==> config.mk <==
export PLATFORM = sky130hd
export DESIGN_NAME = sdram_read
export DESIGN_NICKNAME = d
export VERILOG_FILES = /design/src/rtl/sdram_defs_pkg.sv /design/src/rtl/sdram_rd_capture.sv /design/src/rtl/sdram_read.sv
export SDC_FILE = /design/constraint.sdc
export NUM_CORES = 1
export LEC_CHECK = 0
export CORE_MARGIN = 5
export CORE_UTILIZATION = 50
export CTS_CLUSTER_SIZE = 20
export DETAILED_ROUTE_END_ITERATION = 10
export GPL_ROUTABILITY_DRIVEN = 0
export PLACE_DENSITY = 0.81
export SLEW_MARGIN = 20
export SYNTH_ARGS = -nofsm -noshare
export SYNTH_HDL_FRONTEND = slang
export SYNTH_SLANG_ARGS = --single-unit
==> constraint.sdc <==
create_clock -name S_CLK -period 6.6 [get_ports S_CLK]
set_input_delay 1.98 -clock S_CLK [delete_from_list [all_inputs] [get_ports S_CLK]]
set_output_delay 1.98 -clock S_CLK [all_outputs]
set_load 0.01 [all_outputs]
==> src/rtl/sdram_defs_pkg.sv <==
// Shared SDRAM definitions: command encodings, address split and burst defaults.
package sdram_defs;

  localparam int unsigned ROW_W         = 12;
  localparam int unsigned COL_W         = 8;
  localparam int unsigned ADDR_W        = ROW_W + COL_W;
  localparam int unsigned SD_A_W        = 12;
  localparam int unsigned DQ_W          = 16;
  localparam int unsigned CMD_W         = 5;
  localparam int unsigned CAS_LAT_DEF   = 3;
  localparam int unsigned BURST_LEN_DEF = 4;

  // {CKE, CS, RAS, CAS, WE}
  typedef logic [CMD_W-1:0] sdram_cmd_t;

  localparam sdram_cmd_t CMD_NOP       = 5'b10111;
  localparam sdram_cmd_t CMD_ACTIVE    = 5'b10011;
  localparam sdram_cmd_t CMD_READ      = 5'b10101;
  localparam sdram_cmd_t CMD_WRITE     = 5'b10100;
  localparam sdram_cmd_t CMD_PRECHARGE = 5'b10010;
  localparam sdram_cmd_t CMD_AREF      = 5'b10001;
  localparam sdram_cmd_t CMD_MRS       = 5'b10000;

  // A10 set during PRECHARGE closes all banks
  localparam logic [SD_A_W-1:0] A_PRE_ALL = 12'h400;

  typedef struct packed {
    logic [ROW_W-1:0] row;
    logic [COL_W-1:0] col;
  } sdram_addr_t;

  // Column-command address: A11 = 0, A10 = 0 (no auto-precharge), A9:A8 = 0
  function automatic logic [SD_A_W-1:0] col_cmd_addr(input logic [COL_W-1:0] col);
    return {4'(0), col};
  endfunction

endpackage

==> src/rtl/sdram_rd_capture.sv <==
// Read data capture: valid shift pipeline tracking READs in flight plus data register.
module sdram_rd_capture
  import sdram_defs::*;
#(
  parameter int unsigned CAS_LAT   = CAS_LAT_DEF,
  parameter int unsigned BURST_LEN = BURST_LEN_DEF
) (
  input  logic            clk,
  input  logic            rst_n,
  input  logic            issue_i,
  input  logic [DQ_W-1:0] dq_i,
  output logic            fifo_wr_req_o,
  output logic [DQ_W-1:0] fifo_wr_data_o,
  output logic            inflight_c_o
);

  localparam int unsigned DEPTH = CAS_LAT + BURST_LEN;

  logic [DEPTH-1:0] vld_q, vld_d;
  logic             beat_c;
  logic             wr_req_q;
  logic [DQ_W-1:0]  wr_data_q;

  // Shift in each READ issue; taps cover the BURST_LEN beats after the CAS delay
  always_comb begin
    vld_d  = {vld_q[DEPTH-2:0], issue_i};
    beat_c = |vld_q[CAS_LAT-1 +: BURST_LEN];
  end

  assign inflight_c_o   = |vld_q;
  assign fifo_wr_req_o  = wr_req_q;
  assign fifo_wr_data_o = wr_data_q;

  // Pipeline and registered FIFO write port
  always_ff @(posedge clk or negedge rst_n) begin
    if (!rst_n) begin
      vld_q     <= '0;
      wr_req_q  <= 1'b0;
      wr_data_q <= '0;
    end else begin
      vld_q    <= vld_d;
      wr_req_q <= beat_c;
      if (beat_c) wr_data_q <= dq_i;
    end
  end

endmodule

==> src/rtl/sdram_read.sv <==
// SDRAM read engine: opens a row, streams fixed-length READ bursts, closes and acks.
module sdram_read
  import sdram_defs::*;
#(
  parameter int unsigned CAS_LAT   = CAS_LAT_DEF,
  parameter int unsigned BURST_LEN = BURST_LEN_DEF,
  parameter int unsigned T_RCD     = 2,
  parameter int unsigned T_RP      = 2
) (
  input  logic              S_CLK,
  input  logic              RST_N,
  input  logic              read_en,
  input  logic              aref_req,
  input  logic [ADDR_W-1:0] sdram_addr,
  input  logic [DQ_W-1:0]   sdram_dq_in,
  output logic [CMD_W-1:0]  read_cmd,
  output logic [SD_A_W-1:0] read_addr,
  output logic              read_ack,
  output logic              fifo_wr_req,
  output logic [DQ_W-1:0]   fifo_wr_data,
  output logic [ADDR_W-1:0] next_addr
);

  // Wait counters assume T_RCD, T_RP and BURST_LEN are all at least 2
  localparam int unsigned CNT_W = 4;

  typedef enum logic [3:0] {
    ST_IDLE, ST_ACT, ST_TRCD, ST_RD, ST_GAP, ST_DRAIN, ST_PRE, ST_TRP, ST_ACK
  } state_t;

  state_t             state_q, state_d;
  logic [CNT_W-1:0]   cnt_q, cnt_d;
  logic [ROW_W-1:0]   row_q, row_d;
  logic [COL_W-1:0]   col_q, col_d;
  logic               wrap_q, wrap_d;
  sdram_cmd_t         cmd_q, cmd_d;
  logic [SD_A_W-1:0]  addr_q, addr_d;
  logic               ack_q, ack_d;
  logic [ADDR_W-1:0]  naddr_q, naddr_d;
  logic [COL_W:0]     col_sum_c;
  logic               issue_c;
  logic               inflight_c;
  sdram_addr_t        start_c;

  assign start_c   = sdram_addr_t'(sdram_addr);
  assign col_sum_c = {1'b0, col_q} + (COL_W+1)'(BURST_LEN);
  assign issue_c   = (state_q == ST_RD);

  // Next state, address bookkeeping, and registered outputs decoded from the next state
  always_comb begin
    state_d = state_q;
    cnt_d   = cnt_q + CNT_W'(1);
    row_d   = row_q;
    col_d   = col_q;
    wrap_d  = wrap_q;
    cmd_d   = CMD_NOP;
    addr_d  = '0;
    ack_d   = 1'b0;
    naddr_d = naddr_q;

    unique case (state_q)
      ST_IDLE: begin
        cnt_d = '0;
        if (read_en) begin
          row_d   = start_c.row;
          col_d   = start_c.col;
          wrap_d  = 1'b0;
          state_d = ST_ACT;
        end
      end
      ST_ACT: begin
        cnt_d   = '0;
        state_d = ST_TRCD;
      end
      ST_TRCD: begin
        if (cnt_q == CNT_W'(T_RCD - 2)) begin
          cnt_d   = '0;
          state_d = ST_RD;
        end
      end
      ST_RD: begin
        col_d   = col_sum_c[COL_W-1:0];
        wrap_d  = col_sum_c[COL_W];
        cnt_d   = '0;
        state_d = ST_GAP;
      end
      ST_GAP: begin
        if (cnt_q == CNT_W'(BURST_LEN - 2)) begin
          cnt_d   = '0;
          state_d = (read_en && !aref_req && !wrap_q) ? ST_RD : ST_DRAIN;
        end
      end
      ST_DRAIN: begin
        if (!inflight_c) state_d = ST_PRE;
      end
      ST_PRE: begin
        cnt_d   = '0;
        state_d = ST_TRP;
      end
      ST_TRP: begin
        if (cnt_q == CNT_W'(T_RP - 2)) state_d = ST_ACK;
      end
      ST_ACK: begin
        state_d = ST_IDLE;
      end
      default: state_d = ST_IDLE;
    endcase

    unique case (state_d)
      ST_ACT: begin
        cmd_d  = CMD_ACTIVE;
        addr_d = row_d;
      end
      ST_RD: begin
        cmd_d  = CMD_READ;
        addr_d = col_cmd_addr(col_d);
      end
      ST_PRE: begin
        cmd_d  = CMD_PRECHARGE;
        addr_d = A_PRE_ALL;
      end
      ST_ACK: begin
        ack_d   = 1'b1;
        naddr_d = {row_d + ROW_W'(wrap_d), col_d};
      end
      default: ;
    endcase
  end

  // State, bookkeeping and output registers
  always_ff @(posedge S_CLK or negedge RST_N) begin
    if (!RST_N) begin
      state_q <= ST_IDLE;
      cnt_q   <= '0;
      row_q   <= '0;
      col_q   <= '0;
      wrap_q  <= 1'b0;
      cmd_q   <= CMD_NOP;
      addr_q  <= '0;
      ack_q   <= 1'b0;
      naddr_q <= '0;
    end else begin
      state_q <= state_d;
      cnt_q   <= cnt_d;
      row_q   <= row_d;
      col_q   <= col_d;
      wrap_q  <= wrap_d;
      cmd_q   <= cmd_d;
      addr_q  <= addr_d;
      ack_q   <= ack_d;
      naddr_q <= naddr_d;
    end
  end

  assign read_cmd  = cmd_q;
  assign read_addr = addr_q;
  assign read_ack  = ack_q;
  assign next_addr = naddr_q;

  sdram_rd_capture #(
    .CAS_LAT   (CAS_LAT),
    .BURST_LEN (BURST_LEN)
  ) u_capture (
    .clk            (S_CLK),
    .rst_n          (RST_N),
    .issue_i        (issue_c),
    .dq_i           (sdram_dq_in),
    .fifo_wr_req_o  (fifo_wr_req),
    .fifo_wr_data_o (fifo_wr_data),
    .inflight_c_o   (inflight_c)
  );

endmodule

After elaboration in Yosys (flattened, before gate mapping)
Cells that the tools add are included.
Widths: inputs -> output; s select.
{"block": "word_totals", "register_bits": 91, "word_cells": 55, "inputBits": 40, "output_inout_bits": 55}
{"block": "op_classes", "muxes": 19, "n_reduce_logical": 9, "n_eq_ne": 12, "n_addsub": 3}
{"op": "$pmux 12 s3", "count": 1}
{"op": "$pmux 4 s8", "count": 1}
{"op": "$mux 4", "count": 7}
{"op": "$mux 12", "count": 2}
{"op": "$eq 4x3->1 const B", "count": 5}
{"op": "$eq 4x2->1 const B", "count": 4}
{"op": "$pmux 8 s2", "count": 1}
{"op": "$add 12x1->12", "count": 1}
{"op": "$pmux 4 s3", "count": 1}
{"op": "$add 8x3->9 const B", "count": 1}
{"op": "$pmux 3 s3", "count": 1}
{"op": "$eq 4x1->1 const B", "count": 2}
{"op": "$logic_not 4->1", "count": 2}
{"op": "$mux 8", "count": 1}
{"op": "$reduce_or 4->1", "count": 2}
{"op": "$reduce_or 7->1", "count": 1}
{"op": "$add 4x1->4 const B", "count": 1}
{"op": "$eq 4x4->1 const B", "count": 1}
{"op": "$mux 3", "count": 1}
{"op": "$logic_and 1x1->1", "count": 2}
{"op": "$logic_not 1->1", "count": 2}
{"op": "$mux 1", "count": 2}
{"op": "$pmux 1 s2", "count": 1}

Logic depth before layout (Yosys ltp)
Gate-level depths: netlist of run 1.
{"block": "logic_depth", "ltp_word": 8, "depth_mapped": 13, "depth_no_buf": 11}

Hierarchy
From an unflattened synthesis of run 1, not the netlist that was laid out.
{"block": "hier_totals", "cells_unflattened": 346, "area_unflattened_um2": 3822.4}
{"module": "sdram_read", "seq_area_each_um2": 1630.3, "area_each_um2": 2996.6, "n_inst": 1, "cells_per_inst": 301}
{"module": "sdram_rd_capture", "seq_area_each_um2": 600.6, "area_each_um2": 825.8, "n_inst": 1, "cells_per_inst": 45}

Least setup slack after synthesis of run 1
No wires, ideal clock.
{"block": "synth_path", "path_kind": "input port to flip-flop", "from": "in read_en", "to": "reg naddr_q[16] (netlist: next_addr[16])", "arrival_ns": 4.349, "n_path_buf": 1, "required_time_ns": 6.475, "stages": 12, "setup_slack_ns": 2.126, "setup_ns": 0.125, "cell_sequence": "or3b_1 nor2_1 clkbuf_1 nand2_1 nand2_1 ha_1 ha_1 nand2_1 nor4_1 o2bb2ai_1 xnor2_1 mux2_2"}
{"block": "synth_via", "elab_cells_between_ends": 12, "classes_between": "add/sub (1); eq/ne (1); mux (8); reduce/logical (2)"}
{"element": "start, declared", "line_no": "sdram_read.sv:12", "rtl": "input logic read_en,"}
{"element": "$mux 12", "line_no": "sdram_read.sv:64", "rtl": "if (read_en) begin"}
{"element": "$mux 12", "line_no": "sdram_read.sv:61", "rtl": "unique case (state_q)"}
{"element": "named net row_d[0]", "line_no": "sdram_read.sv:33", "rtl": "logic [ROW_W-1:0] row_q, row_d;"}
{"element": "$add 12x1->12", "line_no": "sdram_read.sv:124", "rtl": "naddr_d = {row_d + ROW_W'(wrap_d), col_d};"}
{"element": "end signal, assigned", "line_no": "sdram_read.sv:151", "rtl": "naddr_q <= naddr_d;"}
{"element": "end, declared", "line_no": "sdram_read.sv:39", "rtl": "logic [ADDR_W-1:0] naddr_q, naddr_d;"}
The timed path passes the listed nets, and every way through them passes these cells.
A chain may end at the register's enable or synchronous reset.

Worst setup path in the final report of run 1
Same ends and word-level chain as after synthesis.

==> results of run 1 <==
state kept, by name, summed over array words and instances, names as in the netlist:
| signal | cells |
|---|---|
| row_q | 12 |
| col_q | 8 |
| read_cmd | 3 |
| cnt_q | 4 |
| read_ack | 1 |
| next_addr | 20 |
| state_q | 4 |
| u_capture.fifo_wr_data_o | 16 |
| read_addr | 12 |
| wrap_q | 1 |
| u_capture.vld_q | 7 |
| u_capture.fifo_wr_req_o | 1 |
area by class of cell:
type | instances | area (µm²)
fillers | 575 | 2530
clock inverters | 7 | 129
multi-input cells | 232 | 1490
repair buffers | 96 | 948
inverters | 18 | 67.6
clock buffers | 9 | 124
flip-flops and latches | 89 | 2230
well taps | 102 | 128
through the flow:
| stage | hold slack [ns] | instance area, µm² | worst slack [ns] |
|---|---|---|---|
| 3_3_place_gp | 0.359 | 4870 | 1.63 |
| 5_1_grt | 0.396 | 5120 | 1.67 |
| 3_5_place_dp | 0.369 | 4870 | 1.55 |
| 4_1_cts | 0.383 | 5120 | 1.91 |
| 2_1_floorplan | 0.354 | 3880 | 2.13 |
| 6_report | 0.379 | 5120 | 1.84 |
how the worst min path moves through the flow:
stage,slack (ns),from,to
floorplan,0.35,u_capture.vld_q[3]$_DFF_PN0_,u_capture.vld_q[4]$_DFF_PN0_
global placement,0.36,u_capture.vld_q[1]$_DFF_PN0_,u_capture.vld_q[2]$_DFF_PN0_
detailed placement,0.37,u_capture.vld_q[1]$_DFF_PN0_,u_capture.vld_q[2]$_DFF_PN0_
CTS,0.38,u_capture.vld_q[1]$_DFF_PN0_,u_capture.vld_q[2]$_DFF_PN0_
global route,0.40,u_capture.vld_q[1]$_DFF_PN0_,u_capture.vld_q[2]$_DFF_PN0_
finish,0.38,u_capture.vld_q[1]$_DFF_PN0_,u_capture.vld_q[2]$_DFF_PN0_
power by group:
part           total (W)  internal, W  switching [W]
registers       0.000926     0.000775       0.000151
logic            0.00102     0.000515       0.000502
clock network   0.000456     0.000256       0.000200
total            0.00240      0.00155       0.000854
cells by family (layout without fill, tap and decap cells):
| group | Yosys count | after routing |
|---|---|---|
| flip-flops | 89 | 89 |
| buffers and inverters | 38 | 130 |
| AND/OR/NAND/NOR | 125 | 125 |
| multiplexers | 25 | 25 |
| XOR/XNOR | 8 | 8 |
| other | 2 | 2 |
| AO/OA/AOI/OAI | 66 | 66 |
| adder cells (fa/ha/maj) | 6 | 6 |
synth_stat cells (all sizes together) (2+ instances only):
cell / n / area share [%]
xnor2: 5 / 1.1
a21oi: 8 / 1.0
a221oi: 4 / 0.90
clkbuf: 12 / 1.2
nand3: 18 / 2.3
or3b: 2 / 0.52
nor3: 7 / 0.90
buf: 8 / 1.3
dfstp: 3 / 2.0
a21o: 3 / 0.58
nand4: 5 / 0.81
or4: 2 / 0.48
nor3b: 6 / 1.2
o22ai: 4 / 0.64
nor4: 5 / 0.97
xor2: 3 / 0.68
conb: 2 / 0.19
nor2b: 2 / 0.32
or2: 3 / 0.48
o211ai: 3 / 0.58
o21ai: 26 / 3.4
nand2: 50 / 4.8
inv: 17 / 1.6
o31ai: 8 / 1.5
a211oi: 2 / 0.39
dfrtp: 86 / 55
o2bb2ai: 2 / 0.45
and3: 8 / 1.3
nor2: 11 / 1.1
ha: 6 / 1.9
mux2: 20 / 5.8
or3: 2 / 0.32
mux2i: 5 / 1.3
metal layers:
metal | global-route usage, % | vias to the layer above | wire (µm)
met4 | 7.56 | 0 | 241
li1 | - | 1429 | -
met1 | 26.8 | 1505 | 3940
met3 | 5.79 | 18 | 669
met5 | 0 | - | 0
met2 | 31.6 | 140 | 4500
worst reg2reg max path, delay by kind of cell, from the launching register on:
family                     cells  cell delay [ns]
AOI/OAI and AO/OA              3             0.40
xor gates and xnor gates       1             0.09
adders and majority gates      2             0.52
DFF                            1             0.52
muxes                          1             0.26
and+or+nand+nor                4             1.38
==> out/qor.txt, run 1 <==
non-filler cells, final: 553
first-pass GRT wire length: 15.5 mm
CTS resizes: 0
most common cell after layout, fill and taps aside: clkdlybuf4s50_1
Fmax: 0.210 GHz
min Tclk post-route: 4.76 ns
die width: 98.1 µm
RSZ-0062 raised after global routing: false
number of max-cap violations: 0
hpwl dp: 6.81 mm
CP Launch Type: input port
DRC Markers: 0
Worst R2R End: next_addr[16]$_DFFE_PN0P_
period utilization: 72.1%
CP Data Required Time: 6.84 ns
Finished Core Util: 66.9%
Max clock buf depth: 2
largest net degree at the start of global routing: 50
setup TNS: 0 ns
main combinational cell family by area after synthesis: simple AND/OR/NAND/NOR gates
DRT Pass-1 Iters: 5
CTS tree: yes
Cell Area, Synth: 3880 µm²
post-synthesis mux area share: 7.09%
asr flop ratio synth: 100%
initial core utilization: 50.7%
worst r2r src: state_q[0]$_DFF_PN0_
syn_nets: 405
Tightest Pin Transition: 1.03 ns
FF+latch count, synth: 89
Power Density: 469 nW/µm²
Slew Limit Fails: 0
slowest stage cell, crit path: clkdlybuf4s50_1
Synth Area in Adders: 1.93%
initial antenna violation count: 0
Worst Path Max Fanout: 22
Final Hold Viols: 0
later-pin clock latency in the skew report: 0.36 ns
status: finished clean
slowest stage delay, CP: 0.54 ns
leading cell types in the layout, fill and taps excluded: clkdlybuf4s50_1 (91), dfrtp_1 (86), nand2_1 (50)
drt via density: 5.59
Syn Inst Count: 359
die height: 98.1 µm
placed cells: 537
Post-Synth XOR/XNOR Area: 1.81%
Pleak: 2.27 nW
Power Total: 0.00240 W
Simple-Gate Fraction of Synth Area: 16.5%
Crit path depth: 12
Post-CTS Hold Fix Bufs: 0
CP Cell Sequence: clkdlybuf4s50_1, or3b_1, nor2_1, buf_4, nand2_1, nand2_1, ha_1, nand2_1, nor4_1, o2bb2ai_1, xnor2_1, mux2_2
gr usage total: 20.2%
VDD IR max: 0.000231 V
area growth from synthesis to final layout: 31.9%
fraction of layout cells with a size suffix above 1: 11.5%
ANT cells: 0
Reg2Reg Depth: 11
CP endpoint: next_addr[16]$_DFFE_PN0P_
reg2reg setup slack: 3.33 ns
Most used DFF post-synth: dfrtp_1
# H-tree levels: 3
CP endpoint kind: flop
nets: 492
number of synthesized flops with an enable pin: 0
Buf/Inv on CP: 2
IO Count: 95
WL/cell: 16.9 µm
final setup violation count: 0
crit-path most repeated cell: nand2_1
# rows: 32
vias in the first global route: 3,098
post-synthesis sequential area ratio: 57.5%
Post-DRT Antenna Nets: 0
post-synthesis compound-gate area fraction: 10.8%
Reg clk slew, reported paths: 0.09 ns
WS Path Type: input port to flop
Worst EP arrival: 5.00 ns
Num CTS Buffers: 9
Slew HR: 31.0%
via count: 3,092
Netlist cell types: 50
total grt overflow: 0
WHS Path Cells: 0
root buffer cell: clkbuf_8
Critical Path Source: read_en
Yosys Warn Count: 0
final wirelength: 9.36 mm
IO buf count: 92
core area: 7650 µm²
min-delay worst type: flop to flop
synthesized area per cell: 10.8 µm²
total die area: 9620 µm²
# clock sinks: 89
crit-path leading delay family: simple AND/OR/NAND/NOR gates
Final Skew: 0.00862 ns
Setup Buffers After CTS: 0
Initial DRC Count: 203
No activity file was read; power rests on OpenSTA's default activity.
==> run 2, diff against run 1 <==
CORE_UTILIZATION = 44   (was 50)
PLACE_DENSITY = 0.75   (was 0.81)
clock period = 3.95 ns   (was 6.6 ns; I/O delays follow)
==> run 2 against run 1 <==
Effect of this change: critical endpoint unchanged; largest power group unchanged; wire length grew 0.78%; clock power grew 26%; first-iteration DRC count shrank 20%; sequential power grew 66%; via count shrank 2.0%; sequential cell count is the same; register-to-register slack lost 2.4 ns; final cell count grew 2.5%; critical path depth is the same.
==> out/qor.txt, run 2 (synthesis gave the netlist of run 1 again) <==
status: finished clean
Worst Path Max Fanout: 4
Slew Limit Fails: 0
final setup violation count: 0
Post-CTS Hold Fix Bufs: 0
placed cells: 551
final wirelength: 9.43 mm
DRC Markers: 0
Pleak: 2.27 nW
first-pass GRT wire length: 15.5 mm
later-pin clock latency in the skew report: 0.35 ns
setup TNS: 0 ns
Power Density: 751 nW/µm²
total die area: 10,800 µm²
Initial DRC Count: 163
most common cell after layout, fill and taps aside: clkdlybuf4s50_1
initial antenna violation count: 0
WS Path Type: input port to flop
die height: 104 µm
VDD IR max: 0.000291 V
non-filler cells, final: 567
CP Data Required Time: 4.19 ns
die width: 104 µm
Fmax: 0.281 GHz
Slew HR: 48.6%
RSZ-0062 raised after global routing: false
Setup Buffers After CTS: 0
period utilization: 90.2%
crit-path most repeated cell: nand2_1
total grt overflow: 0
Tightest Pin Transition: 0.766 ns
min Tclk post-route: 3.56 ns
min-delay worst type: flop to flop
DRT Pass-1 Iters: 4
area growth from synthesis to final layout: 32.0%
Reg clk slew, reported paths: 0.08 ns
fraction of layout cells with a size suffix above 1: 12.9%
Finished Core Util: 59.0%
vias in the first global route: 3,048
final hold slack: 0.392 ns
CP Launch Type: input port
core area: 8680 µm²
nets: 500
largest net degree at the start of global routing: 90
ANT cells: 0
initial core utilization: 44.7%
slowest stage cell, crit path: clkdlybuf4s50_1
CP endpoint kind: flop
max FFs per register: 20
Post-DRT Antenna Nets: 0
DP Worst Slack: 0.105 ns
Max clock buf depth: 2
Num CTS Buffers: 9
# clock sinks: 89
leading cell types in the layout, fill and taps excluded: clkdlybuf4s50_1 (91), dfrtp_1 (86), nand2_1 (50)
WL/cell: 16.6 µm
# rows: 34
IO buf count: 92
drt via density: 5.35
CTS resizes: 0
gr usage total: 17.8%
root buffer cell: clkbuf_8
number of max-cap violations: 0
# H-tree levels: 3
IO Count: 95
Worst EP arrival: 3.81 ns
slowest stage delay, CP: 0.51 ns
PnR worst setup slack: 0.389 ns
Final Skew: 0.0105 ns
via count: 3,031
hpwl dp: 6.76 mm
CTS tree: yes
CP Cell Sequence: clkdlybuf4s50_1, or3b_1, nor2_1, nand2_1, nand2_1, ha_1, ha_1, nand2_1, nor4_1, o2bb2ai_1, xnor2_1, mux2_2
Final Hold Viols: 0
==> run 2: area by class of cell <==
type / instances / area [µm²]
fillers: 737 / 3560
flip-flops and latches: 89 / 2230
multi-input cells: 232 / 1490
repair buffers: 104 / 1010
clock buffers: 12 / 155
well taps: 108 / 135
inverters: 18 / 67.6
clock inverters: 4 / 28.8
==> run 2: power breakdown <==
group          leakage [nW]  switching [W]  internal [W]
Clock                0.0886       0.000309      0.000263
Sequential             1.12       0.000247       0.00129
Combinational          1.06       0.000840      0.000890
Total                  2.27        0.00140       0.00245
==> run 2: routing by layer <==
layer	vias to the layer above	global-route usage, %	wire [µm]
met5	-	0	0
met4	0	6.57	178
li1	1451	-	-
met3	12	5.21	651
met1	1452	23.6	4290
met2	116	27.9	4310
==> run 2: stage by stage <==
| step | power (W) | area [µm²] |
|---|---|---|
| after global placement | 0.00324 | 4930 |
| final | 0.00384 | 5120 |
| after detailed placement | 0.00329 | 4930 |
| after global routing | 0.00412 | 5120 |
| after CTS | 0.00388 | 5120 |
| after floorplan | 0.00248 | 3880 |
==> run 2: worst max-delay path: cells and delay by family <==
kind	cells	cell delay, ns
and+or+nand+nor	6	1.17
buffers and inverters	1	0.51
adders and majority gates	2	0.43
muxes	1	0.25
AOI/OAI and AO/OA	1	0.13
xor gates and xnor gates	1	0.13
==> run 2: final timing paths <==
check                      slack [ns]                         start  cells after the start                      endpoint
setup / recovery                 0.39                       read_en                     12     next_addr[16]$_DFFE_PN0P_
hold / removal                   0.39  u_capture.vld_q[1]$_DFF_PN0_                      0  u_capture.vld_q[2]$_DFF_PN0_
setup reg to reg                 0.91          state_q[1]$_DFF_PN0_                     11     next_addr[16]$_DFFE_PN0P_
hold reg to reg                  0.39  u_capture.vld_q[1]$_DFF_PN0_                      0  u_capture.vld_q[2]$_DFF_PN0_
max in group asynchronous        2.55                         RST_N                      1     next_addr[10]$_DFFE_PN0P_
min in group asynchronous        0.90                         RST_N                      1        read_addr[1]$_DFF_PN0_
